**src/rtl/cache_mem_arbiter_pkg.sv**
```systemverilog
`default_nettype none
// ============================================================================
// Module      : mem_arb_pkg
// Description : Shared types and defaults for the cache/memory arbiter:
//               FSM state encoding, grant owner encoding, line geometry and
//               a saturating counter helper.
// Revision    : 1.0 - initial release
// ============================================================================
package mem_arb_pkg;

    localparam int C_LINE_W = 256;
    localparam int C_BUS_W  = 64;
    localparam int C_BEATS  = C_LINE_W / C_BUS_W;

    typedef enum logic [2:0] {
        IDLE     = 3'd0,
        RD_ISSUE = 3'd1,
        RD_WAIT  = 3'd2,
        WR_BURST = 3'd3,
        RESP     = 3'd4
    } mem_arb_state_t;

    typedef enum logic {
        GNT_I = 1'b0,
        GNT_D = 1'b1
    } mem_arb_gnt_t;

    // Increment that sticks at all-ones instead of wrapping.
    function automatic logic [31:0] sat_inc32(input logic [31:0] v);
        return (v == 32'hFFFF_FFFF) ? v : v + 32'd1;
    endfunction

endpackage
`default_nettype wire

```
**src/rtl/cache_mem_arbiter_if.sv**
```systemverilog
`default_nettype none
// ============================================================================
// Module      : cache_mem_arbiter_if
// Description : Bundle of icache, dcache, memory-burst and status signals
//               around the arbiter. slave = arbiter side, master = the
//               environment (caches + memory).
// Revision    : 1.0 - initial release
// ============================================================================
interface cache_mem_arbiter_if #(
    parameter int LINE_W = mem_arb_pkg::C_LINE_W,
    parameter int BUS_W  = mem_arb_pkg::C_BUS_W
) ();
    // icache
    logic [31:0]       i_addr;
    logic              i_read;
    logic [LINE_W-1:0] i_rdata;
    logic              i_resp;
    // dcache
    logic [31:0]       d_addr;
    logic              d_read;
    logic              d_write;
    logic [LINE_W-1:0] d_wdata;
    logic [LINE_W-1:0] d_rdata;
    logic              d_resp;
    // memory burst port
    logic [31:0]       bmem_addr;
    logic              bmem_read;
    logic              bmem_write;
    logic [BUS_W-1:0]  bmem_wdata;
    logic              bmem_ready;
    logic [BUS_W-1:0]  bmem_rdata;
    logic              bmem_rvalid;
    // status
    logic [31:0]       i_grants;
    logic [31:0]       d_grants;
    logic              stray_beat;

    modport slave (
        input  i_addr, i_read, d_addr, d_read, d_write, d_wdata,
        input  bmem_ready, bmem_rdata, bmem_rvalid,
        output i_rdata, i_resp, d_rdata, d_resp,
        output bmem_addr, bmem_read, bmem_write, bmem_wdata,
        output i_grants, d_grants, stray_beat
    );

    modport master (
        output i_addr, i_read, d_addr, d_read, d_write, d_wdata,
        output bmem_ready, bmem_rdata, bmem_rvalid,
        input  i_rdata, i_resp, d_rdata, d_resp,
        input  bmem_addr, bmem_read, bmem_write, bmem_wdata,
        input  i_grants, d_grants, stray_beat
    );
endinterface
`default_nettype wire

```
**src/rtl/cache_mem_arbiter_line_deserializer.sv**
```systemverilog
`default_nettype none
// ============================================================================
// Module      : line_deserializer
// Description : Collects BUS_W-wide memory beats into one LINE_W cache line.
//               o_line shows the stored line with the current beat already
//               merged in, so the final beat can be consumed in its own cycle.
// Revision    : 1.0 - initial release
// ============================================================================
module line_deserializer #(
    parameter int LINE_W = mem_arb_pkg::C_LINE_W,
    parameter int BUS_W  = mem_arb_pkg::C_BUS_W,
    parameter int IDX_W  = $clog2(LINE_W / BUS_W)
) (
    input  wire logic              clk,
    input  wire logic              rst,
    input  wire logic              i_load,
    input  wire logic [IDX_W-1:0]  i_beat_idx,
    input  wire logic [BUS_W-1:0]  i_beat_data,
    output logic      [LINE_W-1:0] o_line
);

    logic [LINE_W-1:0] r_line;

    // Merge the incoming beat into its slice of the stored line.
    always_comb begin
        o_line = r_line;
        if (i_load) begin
            o_line[int'(i_beat_idx)*BUS_W +: BUS_W] = i_beat_data;
        end
    end

    // Commit loaded beats; reset clears any partially assembled line.
    always_ff @(posedge clk) begin
        if (rst) begin
            r_line <= '0;
        end else if (i_load) begin
            r_line <= o_line;
        end
    end

endmodule
`default_nettype wire

```
**src/rtl/cache_mem_arbiter.sv**
```systemverilog
`default_nettype none
// ============================================================================
// Module      : cache_mem_arbiter
// Description : Round-robin arbiter sharing one burst memory port between an
//               icache (reads) and a dcache (reads/writes). Lines move as
//               BEATS beats of BUS_W bits; grant counters and a sticky
//               stray-beat flag are exported for status.
// Revision    : 1.0 - initial release
// ============================================================================
module cache_mem_arbiter
    import mem_arb_pkg::*;
#(
    parameter int LINE_W = C_LINE_W,
    parameter int BUS_W  = C_BUS_W
) (
    input  wire logic           clk,
    input  wire logic           rst,
    cache_mem_arbiter_if.slave  bus
);

    localparam int          BEATS      = LINE_W / BUS_W;
    localparam int          CNT_W      = $clog2(BEATS);
    localparam logic [31:0] C_LINE_MSK = 32'hFFFF_FFE0;

    mem_arb_state_t    r_state;
    mem_arb_gnt_t      r_gnt;        // current owner, doubles as last grant
    logic [31:0]       r_addr;
    logic [LINE_W-1:0] r_wline;
    logic [CNT_W-1:0]  r_beat;
    logic              r_bmem_read;
    logic              r_bmem_write;
    logic [BUS_W-1:0]  r_bmem_wdata;
    logic [LINE_W-1:0] r_i_rdata;
    logic [LINE_W-1:0] r_d_rdata;
    logic              r_i_resp;
    logic              r_d_resp;
    logic [31:0]       r_i_grants;
    logic [31:0]       r_d_grants;
    logic              r_stray;

    logic              w_d_req;
    logic              w_any_req;
    mem_arb_gnt_t      w_gnt;
    logic              w_last_beat;
    logic              w_beat_load;
    logic [LINE_W-1:0] w_line;

    assign w_last_beat = (r_beat == CNT_W'(BEATS - 1));
    assign w_beat_load = (r_state == RD_WAIT) && bus.bmem_rvalid;

    // Pick the next owner: sole requester wins, a tie goes to whoever was not served last.
    always_comb begin
        w_d_req   = bus.d_read | bus.d_write;
        w_any_req = bus.i_read | w_d_req;
        w_gnt     = GNT_I;
        if (bus.i_read && w_d_req) begin
            w_gnt = (r_gnt == GNT_I) ? GNT_D : GNT_I;
        end else if (w_d_req) begin
            w_gnt = GNT_D;
        end
    end

    line_deserializer #(
        .LINE_W (LINE_W),
        .BUS_W  (BUS_W),
        .IDX_W  (CNT_W)
    ) u_deser (
        .clk         (clk),
        .rst         (rst),
        .i_load      (w_beat_load),
        .i_beat_idx  (r_beat),
        .i_beat_data (bus.bmem_rdata),
        .o_line      (w_line)
    );

    // Arbitration / burst sequencing FSM with all outputs registered.
    always_ff @(posedge clk) begin
        if (rst) begin
            r_state      <= IDLE;
            r_gnt        <= GNT_I;
            r_addr       <= '0;
            r_wline      <= '0;
            r_beat       <= '0;
            r_bmem_read  <= 1'b0;
            r_bmem_write <= 1'b0;
            r_bmem_wdata <= '0;
            r_i_rdata    <= '0;
            r_d_rdata    <= '0;
            r_i_resp     <= 1'b0;
            r_d_resp     <= 1'b0;
            r_i_grants   <= '0;
            r_d_grants   <= '0;
            r_stray      <= 1'b0;
        end else begin
            r_i_resp <= 1'b0;
            r_d_resp <= 1'b0;
            // A beat with no read burst to land in is dropped but remembered.
            if (bus.bmem_rvalid && (r_state != RD_WAIT)) begin
                r_stray <= 1'b1;
            end
            unique case (r_state)
                IDLE: begin
                    if (w_any_req) begin
                        r_gnt  <= w_gnt;
                        r_beat <= '0;
                        if (w_gnt == GNT_I) begin
                            r_addr      <= bus.i_addr & C_LINE_MSK;
                            r_i_grants  <= sat_inc32(r_i_grants);
                            r_bmem_read <= 1'b1;
                            r_state     <= RD_ISSUE;
                        end else begin
                            r_addr     <= bus.d_addr & C_LINE_MSK;
                            r_wline    <= bus.d_wdata;
                            r_d_grants <= sat_inc32(r_d_grants);
                            // Write wins when both read and write are raised.
                            if (bus.d_write) begin
                                r_bmem_write <= 1'b1;
                                r_bmem_wdata <= bus.d_wdata[BUS_W-1:0];
                                r_state      <= WR_BURST;
                            end else begin
                                r_bmem_read <= 1'b1;
                                r_state     <= RD_ISSUE;
                            end
                        end
                    end
                end
                RD_ISSUE: begin
                    if (bus.bmem_ready) begin
                        r_bmem_read <= 1'b0;
                        r_state     <= RD_WAIT;
                    end
                end
                RD_WAIT: begin
                    if (bus.bmem_rvalid) begin
                        r_beat <= r_beat + CNT_W'(1);
                        if (w_last_beat) begin
                            r_state <= RESP;
                            if (r_gnt == GNT_I) begin
                                r_i_resp  <= 1'b1;
                                r_i_rdata <= w_line;
                            end else begin
                                r_d_resp  <= 1'b1;
                                r_d_rdata <= w_line;
                            end
                        end
                    end
                end
                WR_BURST: begin
                    if (bus.bmem_ready) begin
                        r_beat <= r_beat + CNT_W'(1);
                        if (w_last_beat) begin
                            r_bmem_write <= 1'b0;
                            r_d_resp     <= 1'b1;
                            r_state      <= RESP;
                        end else begin
                            r_bmem_wdata <= r_wline[(int'(r_beat) + 1)*BUS_W +: BUS_W];
                        end
                    end
                end
                RESP: begin
                    r_state <= IDLE;
                end
                default: begin
                    r_state <= IDLE;
                end
            endcase
        end
    end

    assign bus.bmem_addr  = r_addr;
    assign bus.bmem_read  = r_bmem_read;
    assign bus.bmem_write = r_bmem_write;
    assign bus.bmem_wdata = r_bmem_wdata;
    assign bus.i_rdata    = r_i_rdata;
    assign bus.i_resp     = r_i_resp;
    assign bus.d_rdata    = r_d_rdata;
    assign bus.d_resp     = r_d_resp;
    assign bus.i_grants   = r_i_grants;
    assign bus.d_grants   = r_d_grants;
    assign bus.stray_beat = r_stray;

endmodule
`default_nettype wire

```
**src/flat_wrapper.sv**
```systemverilog
// flat-port wrapper written by rule: the top's interface ports become plain ports
module cache_mem_arbiter_flat import mem_arb_pkg::*;
#(
    parameter int LINE_W = C_LINE_W,
    parameter int BUS_W  = C_BUS_W
)
  (clk, rst, bus_i_addr, bus_i_read, bus_d_addr, bus_d_read, bus_d_write, bus_d_wdata, bus_bmem_ready, bus_bmem_rdata, bus_bmem_rvalid, bus_i_rdata, bus_i_resp, bus_d_rdata, bus_d_resp, bus_bmem_addr, bus_bmem_read, bus_bmem_write, bus_bmem_wdata, bus_i_grants, bus_d_grants, bus_stray_beat);
  cache_mem_arbiter_if #(.LINE_W(LINE_W), .BUS_W(BUS_W)) bus_i ();
  input  wire logic clk;
  input  wire logic rst;
  input wire logic [$bits(bus_i.i_addr)-1:0] bus_i_addr;
  input wire logic [$bits(bus_i.i_read)-1:0] bus_i_read;
  input wire logic [$bits(bus_i.d_addr)-1:0] bus_d_addr;
  input wire logic [$bits(bus_i.d_read)-1:0] bus_d_read;
  input wire logic [$bits(bus_i.d_write)-1:0] bus_d_write;
  input wire logic [$bits(bus_i.d_wdata)-1:0] bus_d_wdata;
  input wire logic [$bits(bus_i.bmem_ready)-1:0] bus_bmem_ready;
  input wire logic [$bits(bus_i.bmem_rdata)-1:0] bus_bmem_rdata;
  input wire logic [$bits(bus_i.bmem_rvalid)-1:0] bus_bmem_rvalid;
  output wire logic [$bits(bus_i.i_rdata)-1:0] bus_i_rdata;
  output wire logic [$bits(bus_i.i_resp)-1:0] bus_i_resp;
  output wire logic [$bits(bus_i.d_rdata)-1:0] bus_d_rdata;
  output wire logic [$bits(bus_i.d_resp)-1:0] bus_d_resp;
  output wire logic [$bits(bus_i.bmem_addr)-1:0] bus_bmem_addr;
  output wire logic [$bits(bus_i.bmem_read)-1:0] bus_bmem_read;
  output wire logic [$bits(bus_i.bmem_write)-1:0] bus_bmem_write;
  output wire logic [$bits(bus_i.bmem_wdata)-1:0] bus_bmem_wdata;
  output wire logic [$bits(bus_i.i_grants)-1:0] bus_i_grants;
  output wire logic [$bits(bus_i.d_grants)-1:0] bus_d_grants;
  output wire logic [$bits(bus_i.stray_beat)-1:0] bus_stray_beat;
  assign bus_i.i_addr = bus_i_addr;
  assign bus_i.i_read = bus_i_read;
  assign bus_i.d_addr = bus_d_addr;
  assign bus_i.d_read = bus_d_read;
  assign bus_i.d_write = bus_d_write;
  assign bus_i.d_wdata = bus_d_wdata;
  assign bus_i.bmem_ready = bus_bmem_ready;
  assign bus_i.bmem_rdata = bus_bmem_rdata;
  assign bus_i.bmem_rvalid = bus_bmem_rvalid;
  assign bus_i_rdata = bus_i.i_rdata;
  assign bus_i_resp = bus_i.i_resp;
  assign bus_d_rdata = bus_i.d_rdata;
  assign bus_d_resp = bus_i.d_resp;
  assign bus_bmem_addr = bus_i.bmem_addr;
  assign bus_bmem_read = bus_i.bmem_read;
  assign bus_bmem_write = bus_i.bmem_write;
  assign bus_bmem_wdata = bus_i.bmem_wdata;
  assign bus_i_grants = bus_i.i_grants;
  assign bus_d_grants = bus_i.d_grants;
  assign bus_stray_beat = bus_i.stray_beat;
  cache_mem_arbiter #(.LINE_W(LINE_W), .BUS_W(BUS_W)) u_core (.clk(clk), .rst(rst), .bus(bus_i));
endmodule
```
**config.mk**
```make
export PLATFORM = sky130hd
export DESIGN_NAME = cache_mem_arbiter_flat
export DESIGN_NICKNAME = d
export VERILOG_FILES = /design/src/rtl/cache_mem_arbiter_pkg.sv /design/src/rtl/cache_mem_arbiter_if.sv /design/src/rtl/cache_mem_arbiter_line_deserializer.sv /design/src/rtl/cache_mem_arbiter.sv /design/src/flat_wrapper.sv
export SDC_FILE = /design/constraint.sdc
export NUM_CORES = 2
export LEC_CHECK = 0
export CAP_MARGIN = 30
export CORE_AREA = 2 2 414 416
export CTS_CLUSTER_DIAMETER = 100
export DETAILED_ROUTE_END_ITERATION = 6
export DIE_AREA = 0 0 416 418
export GPL_TIMING_DRIVEN = 0
export SLEW_MARGIN = 15
export SYNTH_ARGS = -nofsm -noshare
export SYNTH_HDL_FRONTEND = slang
export SYNTH_SLANG_ARGS = --single-unit
```
**constraint.sdc**
```tcl
create_clock -name clk -period 5.1 [get_ports clk]
set_input_delay 0.765 -clock clk [delete_from_list [all_inputs] [get_ports clk]]
set_output_delay 0.765 -clock clk [all_outputs]
set_load 0.05 [all_outputs]
```
==> flow_metrics.tcl <==
set metrics [dict create \
    synth.top_cells.by_count "dfxtp_1, nand2_1, nor2_1" \
    final_nets 6194 \
    synth.yosys.seq_area_share_pct 53.8 \
    pwr-share-clk_pct 39.0 \
    syn-mean-instance-area_um2 8.59 \
    cts_tree "done" \
    portBuffers 1050 \
    crit_type "reg2reg" \
    max-cap-violations 0 \
    hp-class "in2reg" \
    p_sw_share_pct 31.6 \
    clock_latency_ps 780 \
    hold_depth 3 \
    synth_area_um2 39500 \
    synth_area_leaders "dfxtp_1, a211oi_1, nand2_1" \
    worst_ep_required_time_ps 5780 \
    grt_overflow 0 \
    synth_top_area_cell "dfxtp_1" \
    synth_edf_count 0 \
    first_global_vias 39100 \
    postPlaceCellArea_um2 53200 \
    drc_errors 0 \
    clk_pin_slew_ps 60 \
    p_int_mw 14.8 \
    status "finished clean" \
    final_area_um2 57000 \
    cts_made_buffers 117 \
    seqPwrFrac_pct 42.0 \
    rows 151 \
    netlist.area_leader.share_pct 53.8 \
    power_density_nw_per_um2 381 \
    r2r_slack_ps 390 \
    wire_per_inst_um 26.5 \
    yosysWarnings 0 \
    drt-pass1-iter-count 5 \
    hold_violations 0 \
    fin_crit_ps 4710 \
    dp_hpwl_um 171000 \
    setup.worst_path.start_class "flip-flop" \
    core_area_um2 169000 \
    area_growth_pct 44.2 \
    cts.path.max_buffers 3 \
    leakage_nw 18.8 \
    comb_power_share_pct 19.0 \
    clockRootBuffer "clkbuf_16" \
    routed_wirelength_um 215000 \
    hold_buffers 0 \
    drtIter0Drc 2975 \
    cp.arrival_ps 5380 \
    r2r_cells 10 \
    setup_viol 0 \
    grt_antenna_before_repair 27 \
    yosysUniqueCellTypes 63 \
    fillers 17500 \
    relSlewSlack_pct 28.4 \
    pre_cts_ws_ps -910 \
    grt_pass1_wl_um 295000 \
    setup_ws_ps 393 \
    start_util_pct 23.4 \
    grt_max_degree 17 \
    finalMaxSlewViolations 0 \
    worst_pin_slew_ps 1070 \
    gp_congestion 0.936 \
    rsz0062_at_grt "no" \
    vias 40200 \
    path_max_fanout 10 \
    ant_nets 0 \
    async_flop_share_pct 0 \
    synth.most_common_cell "dfxtp_1" \
    vias_per_cell 4.96 \
    power.switching_mw 6.85 \
    syn_inst 4601 \
    clock_sinks 1062 \
    max_freq_mhz 212 \
    die_x_um 416 \
    fin_crit_sh_pct 92.3 \
    top_level_ports 1068 \
    synth-main-ff-cell "dfxtp_1" \
    drive_above_1_share_pct 5.25 \
    die_area_um2 174000 \
    worstSetupEndpointType "flip-flop" \
    power.total_mw 21.7 \
    die_h_um 418 \
    grt.total_usage_pct 23.6 \
    cts.htree.levels 3 \
    clock_skew_ps 29.6 \
    synth-seq-cells 1062 \
    ir_worst_vdd_mv 0.315 \
]
## state kept, by name, indices dropped and copies added (netlist names), 2 cells and up
name / cells
u_core.bus.bmem_addr: 27
u_core.bus.bmem_wdata: 64
u_core.bus.d_grants: 32
u_core.bus.d_rdata: 256
u_core.bus.i_grants: 32
u_core.bus.i_rdata: 256
u_core.r_beat: 2
u_core.r_state: 3
u_core.r_wline: 192
u_core.u_deser.r_line: 192
## power by group through the flow
stage / Sequential, mW / Combinational, mW / Clock, mW
2_1_floorplan: 9.76 / 1.76 / 0
3_3_place_gp: 9.27 / 4.07 / 0
3_5_place_dp: 9.28 / 4.15 / 0
4_1_cts: 9.11 / 4.16 / 8.58
5_1_grt: 9.16 / 4.40 / 8.92
6_report: 9.11 / 4.13 / 8.46
## what timing repair did
action,in CTS,in global routing
resized for setup,1,0
buffers inserted,1,0
hold endpoints to repair,0,0
endpoints found under the setup margin,133,0
## area by class of cell
cell class                 instances  area [um2]  area share (%)
sequential                      1062       21300            37.3
multi-input combinational       3093       16500            28.9
timing repair buffer            1072       10800            19.0
clock buffer                     169        3330            5.85
tap                             2218        2780            4.87
buffer                           438        1790            3.13
clock inverter                    39         423           0.742
inverter                          12        45.0          0.0791
antenna                           11        27.5          0.0483
## worst paths after layout
path | startpoint | to
hold / removal | bus_d_write | u_core.bus.bmem_write
setup reg to reg | u_core.r_beat[1] | u_core.bus.d_rdata[192]
hold reg to reg | u_core.bus.stray_beat | u_core.bus.stray_beat
setup / recovery | u_core.r_beat[1] | u_core.bus.d_rdata[192]
## placed cells by master, fill, tap and decap left out, types with 10 or more instances in the layout
cell             instances
mux2i_1                 64
buf_6                   10
nor2b_1                 12
dfxtp_1               1062
and3_1                 107
clkbuf_1               344
clkdlybuf4s50_1       1050
diode_2                 11
nor2_1                 624
a211oi_1               387
or3_1                   34
o21ai_0                 40
o211ai_1                65
nor3_1                  10
clkbuf_16              117
inv_1                   12
clkbuf_2                21
nand2_1                727
nand3_1                153
clkinv_2                13
buf_2                   56
a22oi_1                 93
and2_1                  10
nand4_1                 23
a21oi_1                542
a311oi_1                27
or4_1                   17
buf_1                   39
o221ai_1                64
clkbuf_8                21
o31ai_1                 16
## worst max-delay path: stages (launching register included)
cell      delay (ps)
dfxtp_1          600
clkbuf_1         630
clkbuf_2         470
inv_1            230
ha_1             480
nor3_2           340
buf_6            200
clkbuf_1         510
clkbuf_1         810
nand3_1          140
a21oi_1          190
## cell families after synthesis
group | synth area share (%)
AND/OR/NAND/NOR | 19.1
AO/OA/AOI/OAI | 20.4
flip-flops | 53.8
buffers and inverters | 4.57
multiplexers | 1.82
adder cells (fa/ha/maj) | 0.222
XOR/XNOR | 0.0665
other | 0.00949
## metal layers
metal	GRT usage, %	vias up	part of all wire (%)
met5	0	-	0.055
met4	12.6	18	5.7
met3	5.12	433	6.3
met2	43.7	1639	52
met1	24.9	19500	36
li1	-	18600	-
## per-stage QoR
| stage | std cells | TNS (ps) | hold slack [ps] | utilization (%) |
|---|---|---|---|---|
| global placement | 7873 | -313140 | 439 | 31.2 |
| finish | 8114 | 0 | 416 | 33.7 |
| detailed placement | 7894 | -43930 | 441 | 31.5 |
| CTS | 8103 | 0 | 331 | 33.7 |
| floorplan | 4605 | 0 | 435 | - |
| global route | 8111 | 0 | 379 | 33.7 |
Power figures use the tool's default switching activity.
